<file path="src/rtl/rally_referee.sv">
// Volleyball rally referee: tracks touches per side, detects touch-limit faults
// and ground hits, scores points, rotates serve and times the post-point pause.
// Ports:
//   clk, rst                  clock, synchronous active-high reset
//   gnd_col, xposball         ground contact and ball x position
//   col_p1, col_p2            player/ball collisions
//   score_p1, score_p2        saturating scores
//   touches_p1, touches_p2    consecutive touches per side (saturating, 3 bits)
//   server                    0: player 1 serves, 1: player 2 serves
//   point_valid, point_winner one-cycle point pulse and winner of last point
//   fault                     pulses with point_valid for touch-limit points
//   endgame, winner           game-over level and game winner
module rally_referee #(
    parameter int unsigned WIN_SCORE   = 15,
    parameter int unsigned WIN_BY_TWO  = 1,
    parameter int unsigned MAX_TOUCHES = 3,
    parameter int unsigned NET_LEFT    = 500,
    parameter int unsigned NET_RIGHT   = 523,
    parameter int unsigned TOUCH_GAP   = 16_250_000,
    parameter int unsigned POINT_PAUSE = 195_000_000,
    parameter int unsigned SCORE_W     = 5
) (
    input  logic               clk,
    input  logic               rst,
    input  logic               gnd_col,
    input  logic [11:0]        xposball,
    input  logic               col_p1,
    input  logic               col_p2,
    output logic [SCORE_W-1:0] score_p1,
    output logic [SCORE_W-1:0] score_p2,
    output logic [2:0]         touches_p1,
    output logic [2:0]         touches_p2,
    output logic               server,
    output logic               point_valid,
    output logic               point_winner,
    output logic               fault,
    output logic               endgame,
    output logic               winner
);

    localparam int unsigned LOCK_W     = (TOUCH_GAP > 0) ? $clog2(TOUCH_GAP + 1) : 1;
    localparam int unsigned PAUSE_W    = (POINT_PAUSE > 1) ? $clog2(POINT_PAUSE) : 1;
    localparam int unsigned PAUSE_LAST = (POINT_PAUSE > 0) ? POINT_PAUSE - 1 : 0;
    localparam int unsigned SW1        = SCORE_W + 1;
    localparam int unsigned FAULT_AT   = MAX_TOUCHES + 1;

    typedef enum logic [2:0] {ST_SERVE, ST_RALLY, ST_POINT, ST_PAUSE, ST_END} state_e;

    state_e              state_q, state_d;
    logic [SCORE_W-1:0]  score1_q, score1_d, score2_q, score2_d;
    logic [2:0]          t1_q, t1_d, t2_q, t2_d;
    logic                server_q, server_d;
    logic                pv_q, pv_d, pw_q, pw_d, fault_q, fault_d;
    logic                endgame_q, endgame_d, winner_q, winner_d;
    logic [LOCK_W-1:0]   lock_q, lock_d;
    logic [PAUSE_W-1:0]  pause_q, pause_d;
    logic                last_q, last_d;      // last accepted toucher
    logic                loser_q, loser_d;    // loser of the pending point
    logic                fpend_q, fpend_d;    // pending point came from touch limit

    logic                side_p1_c, side_p2_c, any_col_c, toucher_c, game_over_c;
    logic [2:0]          tnew_c;
    logic [SCORE_W:0]    win_s_c, lose_s_c;

    function automatic logic [2:0] sat_inc3(input logic [2:0] v);
        return (v == 3'd7) ? v : v + 3'd1;
    endfunction

    function automatic logic [SCORE_W-1:0] sat_inc_score(input logic [SCORE_W-1:0] v);
        return (v == '1) ? v : v + SCORE_W'(1);
    endfunction

    // Ball side, toucher resolution (simultaneous hits go by ball side, net zone to server)
    always_comb begin
        side_p1_c = (xposball < 12'(NET_LEFT));
        side_p2_c = (xposball > 12'(NET_RIGHT));
        any_col_c = col_p1 | col_p2;
        toucher_c = col_p2;
        if (col_p1 && col_p2) begin
            toucher_c = side_p1_c ? 1'b0 : (side_p2_c ? 1'b1 : server_q);
        end
    end

    // Game-over test on the scores after the last point
    always_comb begin
        win_s_c     = pw_q ? {1'b0, score2_q} : {1'b0, score1_q};
        lose_s_c    = pw_q ? {1'b0, score1_q} : {1'b0, score2_q};
        game_over_c = (win_s_c >= SW1'(WIN_SCORE)) &&
                      ((WIN_BY_TWO == 0) ||
                       ((win_s_c >= lose_s_c) && ((win_s_c - lose_s_c) >= SW1'(2))));
    end

    // Next-state and output logic
    always_comb begin
        state_d   = state_q;
        score1_d  = score1_q;
        score2_d  = score2_q;
        t1_d      = t1_q;
        t2_d      = t2_q;
        server_d  = server_q;
        pv_d      = 1'b0;
        pw_d      = pw_q;
        fault_d   = 1'b0;
        endgame_d = endgame_q;
        winner_d  = winner_q;
        lock_d    = (lock_q != '0) ? lock_q - LOCK_W'(1) : lock_q;
        pause_d   = pause_q;
        last_d    = last_q;
        loser_d   = loser_q;
        fpend_d   = fpend_q;
        tnew_c    = 3'd0;

        unique case (state_q)
            ST_SERVE: begin
                t1_d = 3'd0;
                t2_d = 3'd0;
                if (any_col_c) begin
                    state_d = ST_RALLY;
                    last_d  = toucher_c;
                    lock_d  = LOCK_W'(TOUCH_GAP);
                    if (toucher_c) t2_d = 3'd1;
                    else           t1_d = 3'd1;
                end
            end
            ST_RALLY: begin
                // Ground contact outranks any touch in the same cycle
                if (gnd_col) begin
                    state_d = ST_POINT;
                    fpend_d = 1'b0;
                    loser_d = side_p1_c ? 1'b0 : (side_p2_c ? 1'b1 : last_q);
                end else if (any_col_c && (lock_q == '0)) begin
                    last_d = toucher_c;
                    lock_d = LOCK_W'(TOUCH_GAP);
                    tnew_c = sat_inc3(toucher_c ? t2_q : t1_q);
                    if (toucher_c) begin
                        t2_d = tnew_c;
                        t1_d = 3'd0;
                    end else begin
                        t1_d = tnew_c;
                        t2_d = 3'd0;
                    end
                    if (32'(tnew_c) == FAULT_AT) begin
                        state_d = ST_POINT;
                        loser_d = toucher_c;
                        fpend_d = 1'b1;
                    end
                end
            end
            ST_POINT: begin
                state_d  = ST_PAUSE;
                pause_d  = '0;
                lock_d   = '0;
                pv_d     = 1'b1;
                fault_d  = fpend_q;
                pw_d     = ~loser_q;
                server_d = ~loser_q;
                if (loser_q) score1_d = sat_inc_score(score1_q);
                else         score2_d = sat_inc_score(score2_q);
            end
            ST_PAUSE: begin
                if (pause_q == PAUSE_W'(PAUSE_LAST)) begin
                    if (game_over_c) begin
                        state_d   = ST_END;
                        endgame_d = 1'b1;
                        winner_d  = pw_q;
                    end else begin
                        state_d = ST_SERVE;
                        t1_d    = 3'd0;
                        t2_d    = 3'd0;
                    end
                end else begin
                    pause_d = pause_q + PAUSE_W'(1);
                end
            end
            ST_END: begin
            end
            default: state_d = ST_SERVE;
        endcase
    end

    // State and output registers
    always_ff @(posedge clk) begin
        if (rst) begin
            state_q   <= ST_SERVE;
            score1_q  <= '0;
            score2_q  <= '0;
            t1_q      <= 3'd0;
            t2_q      <= 3'd0;
            server_q  <= 1'b0;
            pv_q      <= 1'b0;
            pw_q      <= 1'b0;
            fault_q   <= 1'b0;
            endgame_q <= 1'b0;
            winner_q  <= 1'b0;
            lock_q    <= '0;
            pause_q   <= '0;
            last_q    <= 1'b0;
            loser_q   <= 1'b0;
            fpend_q   <= 1'b0;
        end else begin
            state_q   <= state_d;
            score1_q  <= score1_d;
            score2_q  <= score2_d;
            t1_q      <= t1_d;
            t2_q      <= t2_d;
            server_q  <= server_d;
            pv_q      <= pv_d;
            pw_q      <= pw_d;
            fault_q   <= fault_d;
            endgame_q <= endgame_d;
            winner_q  <= winner_d;
            lock_q    <= lock_d;
            pause_q   <= pause_d;
            last_q    <= last_d;
            loser_q   <= loser_d;
            fpend_q   <= fpend_d;
        end
    end

    assign score_p1     = score1_q;
    assign score_p2     = score2_q;
    assign touches_p1   = t1_q;
    assign touches_p2   = t2_q;
    assign server       = server_q;
    assign point_valid  = pv_q;
    assign point_winner = pw_q;
    assign fault        = fault_q;
    assign endgame      = endgame_q;
    assign winner       = winner_q;

endmodule
</file>
<file path="config.mk">
export PLATFORM = sky130hd
export DESIGN_NAME = rally_referee
export DESIGN_NICKNAME = d
export VERILOG_FILES = /design/src/rtl/rally_referee.sv
export SDC_FILE = /design/constraint.sdc
export NUM_CORES = 1
export LEC_CHECK = 0
export ABC_AREA = 1
export CAP_MARGIN = 20
export CELL_PAD_IN_SITES_DETAIL_PLACEMENT = 0
export CELL_PAD_IN_SITES_GLOBAL_PLACEMENT = 1
export CORE_MARGIN = 2
export CORE_UTILIZATION = 35
export DETAILED_ROUTE_END_ITERATION = 7
export DONT_BUFFER_PORTS = 1
export GPL_TIMING_DRIVEN = 0
export PLACE_DENSITY = 0.74
export SLEW_MARGIN = 5
export SYNTH_ARGS = -nofsm -noshare
export SYNTH_HDL_FRONTEND = slang
export SYNTH_SLANG_ARGS = --single-unit
</file>
<file path="constraint.sdc">
create_clock -name clk -period 2.8 [get_ports clk]
set_input_delay 0.28 -clock clk [delete_from_list [all_inputs] [get_ports clk]]
set_output_delay 0.28 -clock clk [all_outputs]
set_load 0.03 [all_outputs]
</file>
* Word level (Yosys, flattened, before mapping)
Cells that the tools add are included.
** Word-level totals
- Flip-flop bits (word level) :: 79
- Bits of input ports :: 17
- Logic and storage cells :: 118
- Output and inout port bits :: 22
** Cells by class
- $lt $le $gt $ge :: 5
- $add $sub $neg :: 6
- Muxes and demuxes :: 48
- Reductions and logical operators :: 21
- Bitwise gates (word level) :: 6
- Equality and inequality tests :: 17
** Operators with widths (count)
- 2-to-1 mux 24 bit :: 4
- one-hot mux 24 bit (3 select lines) :: 1
- one-hot mux 28 bit (2 select lines) :: 1
- 2-to-1 mux 3 bit :: 16
- adder 28 x 1 -> 28 bit (second input constant) :: 1
- equality test 28 bit (second input constant) :: 1
- 2-to-1 mux 28 bit :: 1
- logical NOT 24 bit :: 1
- nonzero test 24 bit :: 1
- subtractor 24 x 1 -> 24 bit (second input constant) :: 1
- 2-to-1 mux 1 bit :: 19
- one-hot mux 3 bit (3 select lines) :: 2
- one-hot mux 3 bit (5 select lines) :: 1
- greater-than comparator 12 x 10 -> 1 bit (second input constant) :: 1
- < comparator 12 x 9 -> 1 bit (second input constant) :: 1
- inequality test 2 bit (second input constant) :: 6
- AND reduction 3 bit :: 4
- adder 5 x 1 -> 5 bit (second input constant) :: 2
- equality test 5 bit (second input constant) :: 2
- 2-to-1 mux 5 bit :: 2
- AND reduction 5 bit :: 2
- equality test 3 bit (second input constant) :: 3
- nonzero test 2 bit :: 4
- equality test 3 x 2 -> 1 bit (second input constant) :: 2
- 16 further kinds :: 24

* Longest topological paths before layout
- Depth after elaboration :: 12
- Mapped depth :: 20
- Mapped depth without buffers :: 20

* Worst setup path before layout
OpenSTA, ideal clock, no wires.
- Path kind :: reg2reg
- From :: register point_winner (netlist name)
- To :: register state_q[1]
- Required time :: 2.685 ns
- Arrival :: 2.123 ns
- Period minus slack after synthesis :: 2.238 ns
- Cell stages (with the launch flop) :: 17
- Path buffers :: 1
- Library setup time :: 0.115 ns
- Setup slack :: 0.562 ns
- Path through :: dfxtp_1 -> buf_2 -> inv_2 -> nand4_1 -> nand2_1 -> nand2_2 -> nand3b_1 -> nand2_1 -> inv_1 -> ha_1 -> nand3b_1 -> nand2_1 -> inv_1 -> nand3_1 -> nand3_1 -> a21oi_1 -> nor2_1
** RTL lines
- end signal, assigned :: RTL line 201 : state_q <= state_d;
- end, declared :: RTL line 49 : state_e state_q, state_d;

* Final worst setup path
- From :: register score1_q[0], in the netlist score_p1[0]
- To :: register t1_q[2], in the netlist touches_p1[2]
** Between the ends
- Longest elaborated chain between the ends :: 7
- Elaborated cells between the ends (all ways) :: 10
- Classes of those cells :: add/sub (1); order compare (3); eq/ne (1); mux (2); reduce/logical (3)
** Ends and longest elaborated chain
- start, declared :: RTL line 50 : logic [SCORE_W-1:0] score1_q, score1_d, score2_q, score2_d;
- start signal, assigned :: RTL line 202 : score1_q <= score1_d;
- 2-to-1 mux 5 bit, on equally long branches :: RTL line 86, 87
- subtractor 5 x 5 -> 6 bit :: RTL line 90 : ((win_s_c >= lose_s_c) && ((win_s_c - lose_s_c) >= SW1'(2))));
- greater-or-equal comparator 6 x 2 -> 1 bit :: RTL line 90
- logical AND 1 bit :: RTL line 90
- logical AND 1 bit * :: RTL line 88 : game_over_c = (win_s_c >= SW1'(WIN_SCORE)) &&
- inequality test 2 bit (no line) *
- AND reduction 5 bit (no line) *
- end signal, assigned :: RTL line 204 : t1_q <= t1_d;
- end, declared :: RTL line 51 : logic [2:0] t1_q, t1_d, t2_q, t2_d;
Mark *: on every way between the ends. The rest lies on a longest branch, timed or not.
A chain may end at the register's enable or synchronous reset.

==> results.sh <==
export IMPL_r2r_cells=17
export IMPL_yosys_warnings=0
export IMPL_cp_cell_sequence="inv_1, nor2_1, nand2_1, nand2_1, inv_1, ha_1, inv_1, nand2_1, a21oi_2, nor2_1, nor3_1, nand3_1, nand3_2, nand2_4, nor2_2, nand2_1, a21oi_2"
export IMPL_p_int_uw=2880
export IMPL_yosysSeqAreaShare_pct=33.2
export IMPL_grt_pass1_wl_mm=20.9
export IMPL_final_layout_size_suffix_gt1_share_pct=12.2
export IMPL_p_leak_uw=0.00211
export IMPL_rows=42
export IMPL_dp_final_hpwl_mm=9.28
export IMPL_required_ns=3.06
export IMPL_die_w_um=121
export IMPL_avgSynthCellArea_sq_um=6.67
export IMPL_cp_slowest_cell="dfxtp_1"
export IMPL_cts_tree="yes"
export IMPL_clk_path_buf_depth=2
export IMPL_fin_nets=752
export IMPL_drtIter0Drc=330
export IMPL_gp_congestion=0.883
export IMPL_pwr_density_cell_nw_per_um2=940
export IMPL_die_area_sq_um=14600
export IMPL_p_total_uw=5010
export IMPL_cts_num_sinks=79
export IMPL_portBuffers=0
export IMPL_antenna_found_initial=0
export IMPL_dr_pass1_iters=5
export IMPL_end_kind="flip-flop"
export IMPL_num_io_pins=39
export IMPL_netlist_area_sq_um=4770
export IMPL_die_y_um=121
export IMPL_worstSetupPathType="flip-flop to flip-flop"
export IMPL_holdWs_ns=0.202
export IMPL_drv_slew=0
export IMPL_tightest_slew_ns=0.816
export IMPL_status="completed"
export IMPL_post_cts_setup_buffers=0
export IMPL_rr_startpoint="score_p1[0]"
export IMPL_fmax_mhz=394
export IMPL_syn_inst=715
export IMPL_pwr_share_comb_pct=41.0
export IMPL_synth_seq_cells=79
export IMPL_clkTransAtPathRegs_ns=0.06
export IMPL_postCtsHoldBufs=0
export IMPL_fin_tns_setup_ns=0
export IMPL_cp_arrival_ns=2.80
export IMPL_cpMostUsedCell="nand2_1"
export IMPL_cts_root_buf="clkbuf_16"
export IMPL_clock_latency_ns=0.34
export IMPL_ant_nets=0
export IMPL_rsz0062_at_grt="false"
export IMPL_clock_skew_ns=0.00495
export IMPL_syn_num_nets=741
export IMPL_r2r_end="touches_p1[2]"
export IMPL_peakVddDrop_mv=0.408
export IMPL_area_growth_pct=11.7
export IMPL_min_to="loser_q"
export IMPL_synthArstFlopShare_pct=0
export IMPL_grt_ovfl_total=0
export IMPL_hp_class="input pin to flip-flop"
export IMPL_hold_viol_final=0
export IMPL_viasPerCell=5.08
export IMPL_p_sw_uw=2130
export IMPL_synth_main_ff_cell="dfxtp_1"
export IMPL_synth_cell_type_count=40
export IMPL_min_from="gnd_col"
export IMPL_slowest_delay_ns=0.61
export IMPL_wirelength_mm=12.1
export IMPL_reg2reg_slack_ns=0.26
export IMPL_maxCapViolations=0
export IMPL_crit_family="simple AND/OR/NAND/NOR gates"
export IMPL_grt_max_degree=13
export IMPL_critical_path_max_fanout=9
export IMPL_relSlewSlack_pct=45.4
export IMPL_synth_edff_count=0
export IMPL_vias=4605
export IMPL_seq_power_share_pct=33.1
export IMPL_min_period_over_period_pct=90.6
export IMPL_min_path_cells=3
export IMPL_cts_htree_levels=3
export IMPL_initial_core_util_pct=35.9
export IMPL_power_frac_clock_pct=25.9
export IMPL_grt_use_total_pct=17.6
export IMPL_post_drt_wl_per_cell_um=13.3
export IMPL_fp_coreArea_sq_um=13300
export IMPL_startpoint_type="flip-flop"
export IMPL_final_util_pct=40.1
export IMPL_diodes=0
export IMPL_setup_viol=0
export IMPL_swShare_pct=42.6
export IMPL_critical_path_buf_inv_count=3
export IMPL_drcViolationCount=0
export IMPL_first_global_vias=4415
export IMPL_fin_crit_ns=2.54
export IMPL_numCtsBuffers=9
==> layout make-up <==
class | instances | area [sq um]
fillers | 1415 | 7970
multi-input cells | 513 | 2720
flip-flops and latches | 79 | 1580
inverters | 114 | 430
clock buffers | 13 | 260
well taps | 176 | 220
clock inverters | 3 | 65.1
plain buffers | 9 | 45.0
==> Yosys cell counts, drive strengths merged, types with 9 or more instances <==
library cell | number | area, sq um
nand3 | 42 | 248
nand2 | 127 | 514
nand4 | 18 | 113
nor3 | 54 | 305
o21ai | 42 | 210
ha | 9 | 113
xor2 | 15 | 131
nor4 | 11 | 68.8
nor2 | 108 | 468
inv | 112 | 420
a21oi | 55 | 313
dfxtp | 79 | 1580
==> routing by layer <==
layer  vias to the layer above  global-route usage, %  wire (um)
met3                        14                   3.68        442
li1                       2376                      -          -
met5                         -                      0          0
met4                         0                   4.72        159
met2                        76                   28.0       5450
met1                      2139                   24.3       6060
==> power by group through the flow <==
stage               Clock [uW]  Sequential, uW  Combinational (uW)
floorplan                    0            1620                1640
global placement             0            1670                2010
detailed placement           0            1680                2040
CTS                       1320            1660                2060
global route              1380            1690                2360
finish                    1300            1660                2050
==> sequential cells by signal (all words and copies together) (netlist names), 3 cells and up <==
| register | flops |
|---|---|
| pause_q | 28 |
| lock_q | 24 |
| score_p1 | 5 |
| score_p2 | 5 |
| state_q | 3 |
| touches_p1 | 3 |
| touches_p2 | 3 |
==> how the worst max path moves through the flow <==
stage                             from            end  slack, ns  cells after the start
after floorplan           point_winner     state_q[1]       0.56                     16
after global placement    point_winner     state_q[1]       0.16                     18
after detailed placement  point_winner     state_q[2]       0.13                     17
after CTS                 point_winner     state_q[2]       0.11                     17
after global routing       score_p1[0]  touches_p1[2]       0.01                     17
final                      score_p1[0]  touches_p1[2]       0.26                     17
==> cells by family (layout without fill, tap and decap cells) <==
family | count (synthesis) | in the layout | synth area share [%]
buffers and inverters | 123 | 139 | 9.86
DFF | 79 | 79 | 33.2
adders and majority gates | 9 | 9 | 2.36
and+or+nand+nor | 370 | 370 | 37.4
xor gates and xnor gates | 19 | 19 | 3.49
AOI/OAI and AO/OA | 115 | 115 | 13.7
==> cell usage in the layout (no fill, tap or decap), types with 15 or more instances in the layout <==
cell type / count
dfxtp_1: 77
inv_2: 16
o21ai_0: 34
nor2_1: 89
nor3_1: 47
nand2_1: 116
xor2_1: 15
inv_1: 95
nand4_1: 18
nor2_2: 16
nand3_1: 35
a21oi_1: 47
==> tightest hold or removal path, stage by stage <==
cell and delay (ns):
o21ai_0 0.07, nand3_1 0.08, a21oi_1 0.06
==> stage by stage <==
step | setup slack [ns] | area (sq um) | instances
2_1_floorplan | 0.562 | 4770 | 715
3_3_place_gp | 0.157 | 4990 | 891
3_5_place_dp | 0.132 | 4990 | 891
4_1_cts | 0.106 | 5320 | 907
5_1_grt | 0.0110 | 5330 | 907
6_report | 0.263 | 5330 | 907
==> what timing repair did <==
| action | CTS | global route |
|---|---|---|
| resized for setup | 0 | 5 |
| endpoints found under the hold margin | 0 | 0 |
| endpoints found under the setup margin | 0 | 11 |
Note: power is estimated with default switching activity, not from simulation.
